<file path="src/rtl/apb_master_bridge.sv">
// APB master bridge: turns single host transfer requests into APB SETUP/ACCESS
// sequences towards four fixed-address slaves.
module apb_master_bridge (
    input  logic        PCLK,
    input  logic        PRESET,
    input  logic        transfer,
    input  logic        write,
    input  logic [31:0] addr,
    input  logic [31:0] wdata,
    output logic        ready,
    output logic [31:0] rdata,
    output logic [31:0] PADDR,
    output logic [31:0] PWDATA,
    output logic        PWRITE,
    output logic        PENABLE,
    output logic        PSEL0,
    output logic        PSEL1,
    output logic        PSEL2,
    output logic        PSEL3,
    input  logic [31:0] PRDATA0,
    input  logic [31:0] PRDATA1,
    input  logic [31:0] PRDATA2,
    input  logic [31:0] PRDATA3,
    input  logic        PREADY0,
    input  logic        PREADY1,
    input  logic        PREADY2,
    input  logic        PREADY3
);

    localparam int unsigned AW   = 32;
    localparam int unsigned DW   = 32;
    localparam int unsigned NSLV = 4;
    // addr[31:14] of the 16 KiB window holding slaves 0x10000..0x10003 (addr[31:12])
    localparam logic [17:0] SLV_BASE = 18'h04000;

    typedef enum logic [1:0] {
        IDLE   = 2'd0,
        SETUP  = 2'd1,
        ACCESS = 2'd2
    } state_t;

    state_t            state_q, state_d;
    logic              load_c;
    logic [AW-1:0]     paddr_d;
    logic [NSLV-1:0]   psel_q, psel_d;
    logic              penable_d;
    logic              sel_ready_c;
    logic [DW-1:0]     sel_rdata_c;

    assign PSEL0 = psel_q[0];
    assign PSEL1 = psel_q[1];
    assign PSEL2 = psel_q[2];
    assign PSEL3 = psel_q[3];

    // Selected slave response; an unmapped access completes at once with zero data
    always_comb begin
        sel_ready_c = 1'b1;
        sel_rdata_c = '0;
        case (psel_q)
            4'b0001: begin sel_ready_c = PREADY0; sel_rdata_c = PRDATA0; end
            4'b0010: begin sel_ready_c = PREADY1; sel_rdata_c = PRDATA1; end
            4'b0100: begin sel_ready_c = PREADY2; sel_rdata_c = PRDATA2; end
            4'b1000: begin sel_ready_c = PREADY3; sel_rdata_c = PRDATA3; end
            default: ;
        endcase
    end

    assign ready = (state_q == ACCESS) && sel_ready_c;
    assign rdata = (state_q == ACCESS) ? sel_rdata_c : '0;

    // Next state, request latch enable and next-cycle APB selects
    always_comb begin
        state_d   = state_q;
        load_c    = 1'b0;
        paddr_d   = PADDR;
        psel_d    = '0;
        penable_d = 1'b0;

        case (state_q)
            IDLE: begin
                if (transfer) begin
                    load_c  = 1'b1;
                    state_d = SETUP;
                end
            end
            SETUP: state_d = ACCESS;
            ACCESS: begin
                if (sel_ready_c) begin
                    if (transfer) begin
                        load_c  = 1'b1;
                        state_d = SETUP;
                    end else begin
                        state_d = IDLE;
                    end
                end
            end
            default: state_d = IDLE;
        endcase

        if (load_c) begin
            paddr_d = addr;
        end
        if ((state_d != IDLE) && (paddr_d[AW-1:14] == SLV_BASE)) begin
            psel_d[paddr_d[13:12]] = 1'b1;
        end
        penable_d = (state_d == ACCESS);
    end

    always_ff @(posedge PCLK or negedge PRESET) begin
        if (!PRESET) begin
            state_q <= IDLE;
            PADDR   <= '0;
            PWDATA  <= '0;
            PWRITE  <= 1'b0;
            psel_q  <= '0;
            PENABLE <= 1'b0;
        end else begin
            state_q <= state_d;
            psel_q  <= psel_d;
            PENABLE <= penable_d;
            if (load_c) begin
                PADDR  <= addr;
                PWDATA <= wdata;
                PWRITE <= write;
            end
        end
    end

endmodule

</file>
<file path="config.mk">
export PLATFORM = sky130hd
export DESIGN_NAME = apb_master_bridge
export DESIGN_NICKNAME = d
export VERILOG_FILES = /design/src/rtl/apb_master_bridge.sv
export SDC_FILE = /design/constraint.sdc
export NUM_CORES = 1
export LEC_CHECK = 0
export BUFFER_PORTS_ARGS = -buffer_cell sky130_fd_sc_hd__clkbuf_2
export CAP_MARGIN = 0
export CORE_AREA = 2 2 118 120
export CTS_CLUSTER_DIAMETER = 150
export DETAILED_ROUTE_END_ITERATION = 10
export DIE_AREA = 0 0 120 122
export PLACE_DENSITY = 0.7
export SLEW_MARGIN = 5
export SYNTH_ARGS = -nofsm -noshare
export SYNTH_HDL_FRONTEND = slang
export SYNTH_SLANG_ARGS = --single-unit
</file>
<file path="constraint.sdc">
create_clock -name PCLK -period 1.9 [get_ports PCLK]
set_input_delay 0.095 -clock PCLK [delete_from_list [all_inputs] [get_ports PCLK]]
set_output_delay 0.095 -clock PCLK [all_outputs]
set_load 0.02 [all_outputs]
</file>
Word level (Yosys, flattened, before mapping):

Cells that the tools add are included.

* register bits after elaboration: 72
* output and inout port bits: 103
* input port bits: 200

* reduce and logical (&&, ||, !) cells: 5
* mux-type cells: 14
* order comparisons: 2
* equality and inequality tests: 8

Operators by type and width (count)
* one-hot mux 32 bit (4 select lines): 1
* two-way mux 32 bit: 2
* == test 18 x 15 -> 1 bit, second input constant: 1
* one-hot mux 2 bit (3 select lines): 1
* == test 2 bit, second input constant: 2
* == test 4 x 1 -> 1 bit, second input constant: 1
* == test 4 x 2 -> 1 bit, second input constant: 1
* == test 4 x 3 -> 1 bit, second input constant: 1
* == test 4 bit, second input constant: 1
* two-way mux 1 bit: 4
* two-way mux 2 bit: 2
* two-way mux 4 bit: 1
* one-hot mux 1 bit (4 select lines): 1
* logical AND 1 bit: 3
* < comparator 2 x 3 -> 1 bit, second input constant: 1
* demux 1 bit (select 2 bit): 1
* == test 2 x 1 -> 1 bit, second input constant: 1
* greater-or-equal comparator 2 x 1 -> 1 bit, second input constant: 1
* zero test 2 bit: 1
* one-hot mux 1 bit (2 select lines): 1
* nonzero test 2 bit: 1

Longest topological paths before layout:

* word-level depth: 10
* gate-level depth with buffers: 10

Least setup slack after synthesis:

Ideal clock, no wire load.

* kind: reg-to-reg
* start: register psel_q[1]
* end: register PADDR[16]
* data required time: 1.775 ns
* library setup time: 0.125 ns
* arrival time: 2.030 ns
* stages on the path, launching flop included: 8
* slack: -0.255 ns
* clock period less this slack: 2.155 ns
* cells stage by stage: dfrtp_1 -> buf_2 -> xor2_1 -> a211o_1 -> a311o_1 -> buf_4 -> buf_6 -> mux2_4

* word-level cells in the longest chain between the ends: 5

RTL lines
* start: declaration: line 45 `logic [NSLV-1:0] psel_q, psel_d;`
* start signal: assignment: line 119 `psel_q <= psel_d;`
* == test 4 bit (tied with other cells): line 59 `case (psel_q)`
* one-hot mux 1 bit (4 select lines) (*): line 59
* two-way mux 1 bit (*): line 88 `if (sel_ready_c) begin`
* one-hot mux 1 bit (2 select lines) (*): line 79 `case (state_q)`
* two-way mux 32 bit (*)
* net paddr_d[16]: line 44 `logic [AW-1:0] paddr_d;`
* end signal: assignment: line 122 `PADDR <= addr;`
* end: declaration: line 12 `output logic [31:0] PADDR,`

The timed path passes the listed nets; every way through them passes the cells marked *.
A chain may end at the register's enable or synchronous reset.

Final worst setup path:

* start: register psel_q[0]
* end: register PADDR[30]

Same word-level chain as after synthesis.

==> summary.md <==
| Metric | Value |
|---|---|
| Status | finished, violations left |
| Violations in the final reports | negative setup slack |
| VDD IR max | between 0.6 and 0.7 mV |
| Routability cong. | ~0.9 |
| Seq cells post-synth | a little over 70 |
| Drt pass-1 iters | 5 |
| Area grow syn2layout | 111% |
| Fmax | roughly 0.47 GHz |
| Cell Count, Final, Fillers Out | between 900 and 1,000 |
| Synth unique cells | 31 |
| DP Worst Slack | -0.135 ns |
| Initial DRC Count | 208 |
| Crit-path max FO | 8 |
| CTS tree | done |
| Die height | approximately 120 um |
| Antenna-violating nets left | 0 |
| Site row count | 43 |
| Crit path cell chain | xor2_1 -> a211o_1 -> a311o_2 -> buf_6 -> buf_12 -> mux2_4 |
| Cell family with the largest share of critical-path delay | compound AO/OA/AOI/OAI gates |
| DR WL met2 | just over 10,000 um |
| Critical Path RT | between 2 and 2.5 ns |
| Final core occ | between 50% and 60% |
| Worst setup EP type | flop |
| Filler Cell Count | roughly 1,100 |
| Port bufs | roughly 300 |
| Most common cell in the synthesized netlist | nand2_1 |
| Final nets | around 990 |
| Final Hold Vio Count | 0 |
| Fraction of layout instances using a drive strength above 1 | around 67% |
| Final instance area | about 7900 um2 |
| Skew final | ~0.0063 ns |
| DR WL/cell | roughly 19 um |
| Leakage | 3.89 nW |
| Pin count of the biggest net entering global routing | 39 |
| Final min period | 2.15 ns |
| Top post-synthesis cells by area | dfrtp_1, nand2_1, a22oi_1, mux2_4, a21oi_1 |
| Crit path buf inv count | 2 |
| Netlist Area Pre-Place | 3730 um2 |
| Starting density of the core | 27.7% |
| Syn nets | a little over 600 |
| DRC violations left | 0 |
| Vias in the first global route | between 4,000 and 5,000 |
| Seq/Total Area, Yosys | 48.2% |
| Worst hold margin | ~0.013 ns |
| Gr usage total | between 20% and 30% |
| R2r startpoint | psel_q[0] |
| Gate power share | between 20% and 30% |
| Fin worst setup slack | -0.248 ns |
| CP startpoint | psel_q[0] |
| Die Footprint | around 15,000 um2 |
| Critical Path Max Stage Delay | approximately 0.48 ns |
| ANT cells | 0 |
| Crit start category | flop |
| RSZ-0062 raised after global routing | yes |
| WS Path Type | flop to flop |
| Initial antenna violation count | 0 |
| Synth Instances | 410 |
| Slowest-stage cell, CP | dfrtp_2 |
| Routed wire length | 18,600 um |
| Top FF cell, synth | dfrtp_1 |
| Area after DPL | 5600 um2 |
| Clock buffer count from CTS | 9 |
| Hold Path Origin | addr[22] |
| Pint | about 3.7 mW |
| Area of the multi-input gates | around 2400 um2 |
| Max Used Layer | met4 |
| Clock network power share | between 30% and 40% |
| Sequential power share | between 30% and 40% |
| Synth area leader | dfrtp_1 |
| Max_cap viols | 0 |
| Clk pin slew, worst setup/hold paths | 0.06 ns |
| Clock sink count | 72 |
| Post-Route M1 WL | 6160 um |
| Net Sw Frac | a little under a third |
| PD cells | about 670 nW/um2 |
| Sequential Area | 1810 um2 |
| Max Buffers Root-to-Sink | 2 |
| Crit share post-route | 113% |
| Max-Slew Margin vs Limit | just under 70% |
| Via count | ~4,800 |
| Core area | 13,500 um2 |
| Synth cell count leaders | nand2_1, dfrtp_1, a22oi_1, a21oi_1 |
| I/O pin cnt | around 300 |
| Arr. time, crit path | roughly 2.4 ns |
| Least-Margin Pin Slew | 0.463 ns |
| Placed cell count | 882 |
| Die W | around 120 um |
| FFs w/ async S/R, synth | 100% |
| P_sw | about 1.6 mW |
| Worst Hold Class | primary input to flop |
| Synth Warn # | 0 |
| Drt via density | ~4.9 |
| Syn Area/Cell | 9.11 um2 |
| Top cell type's share of synthesized area | just under 50% |
| Clock Latency Late Sink | around 0.33 ns |
| Grt ovf | 0 |
| Post-synth EDFFs | 0 |
| First-pass GRT wire length | approximately 26,000 um |
| Fin. max-slew vios | 0 |
| Hpwl dp | about 11,000 um |
| Clock root buffer master | clkbuf_16 |
| Met3 Wirelength | approximately 1500 um |
| H-tree Lvls | 3 |
| Final setup viols | about 100 |
flip-flops by register name, indices dropped and copies added (netlist names):
register / cells
PADDR: 32
state_q: 2
PWRITE: 1
PENABLE: 1
PWDATA: 32
psel_q: 4
metrics by stage:
stage | TNS [ns] | total power [mW]
6_report | -20.02 | 5.28
4_1_cts | -15.45 | 5.12
5_1_grt | -26.92 | 5.50
3_3_place_gp | -1.87 | 2.92
2_1_floorplan | -6.17 | 2.40
3_5_place_dp | -2.60 | 2.93
repair_timing:
| item | in CTS | in global routing |
|---|---|---|
| buffers inserted | 16 | 5 |
| hold buffers | 48 | 0 |
| cloned | 11 | 2 |
| pin swaps | 89 | 50 |
| hold endpoints to repair | 81 | 0 |
| resized for setup | 169 | 118 |
| endpoints found under the setup margin | 101 | 105 |
layout make-up:
cell class                      count  area share, %
Clock buffer                       11           3.21
Inverter                            7          0.397
Tap cell                          180           2.86
Multi-Input combinational cell    301           30.1
Sequential cell                    72           22.9
Clock inverter                      5           1.00
Timing Repair Buffer              402           39.6
metal layers:
| metal | up-vias | GRT usage [%] |
|---|---|---|
| li1 | 2220 | - |
| met1 | 2283 | 24.6 |
| met2 | 256 | 43.6 |
| met3 | 47 | 6.65 |
| met4 | 0 | 11.3 |
| met5 | - | 0 |
cell families (layout without fill, tap and decap cells):
kind of cell | after synthesis | in the layout | share of synthesized area, %
DFF | 72 | 72 | 48.2
AOI/OAI and AO/OA | 110 | 110 | 19.6
buffers and inverters | 37 | 425 | 5.13
muxes | 18 | 18 | 6.93
xor gates and xnor gates | 1 | 1 | 0.235
and+or+nand+nor | 172 | 172 | 19.8
power groups by stage:
stage                     Sequential (mW)  Combinational [mW]  Clock, mW
after floorplan                      2.10               0.295          0
after global placement               1.89                1.03          0
after detailed placement             1.88                1.05          0
after CTS                            1.88                1.34       1.90
after global routing                 1.94                1.58       1.98
final                                1.92                1.48       1.88
final timing paths:
path	cells past startpoint	slack [ns]	endpoint
worst max-delay path	6	-0.25	PADDR[30]
worst min-delay path	2	0.01	PADDR[22]
worst max register to register	6	-0.25	PADDR[30]
worst min register to register	2	0.48	PWDATA[31]
max in group asynchronous	3	1.07	PWDATA[29]
min in group asynchronous	2	0.26	PADDR[10]
cell usage in the layout (no fill, tap or decap), types with 3 or more instances in the layout:
| cell | count |
|---|---|
| buf_4 | 19 |
| nand2_2 | 68 |
| dfrtp_2 | 4 |
| nand2_4 | 27 |
| nand2_1 | 45 |
| nand3b_1 | 3 |
| clkbuf_16 | 10 |
| dlygate4sd3_1 | 48 |
| a21oi_1 | 3 |
| buf_6 | 13 |
| a22oi_1 | 65 |
| buf_12 | 15 |
| a31oi_1 | 3 |
| nor4_1 | 6 |
| nor4b_4 | 4 |
| buf_8 | 6 |
| clkbuf_2 | 268 |
| inv_1 | 6 |
| mux2_4 | 18 |
| buf_16 | 11 |
| a21oi_2 | 29 |
| o21ai_2 | 3 |
| clkbuf_8 | 23 |
| nor2_1 | 6 |
| dfrtp_1 | 68 |
Power figures use the tool's default switching activity.
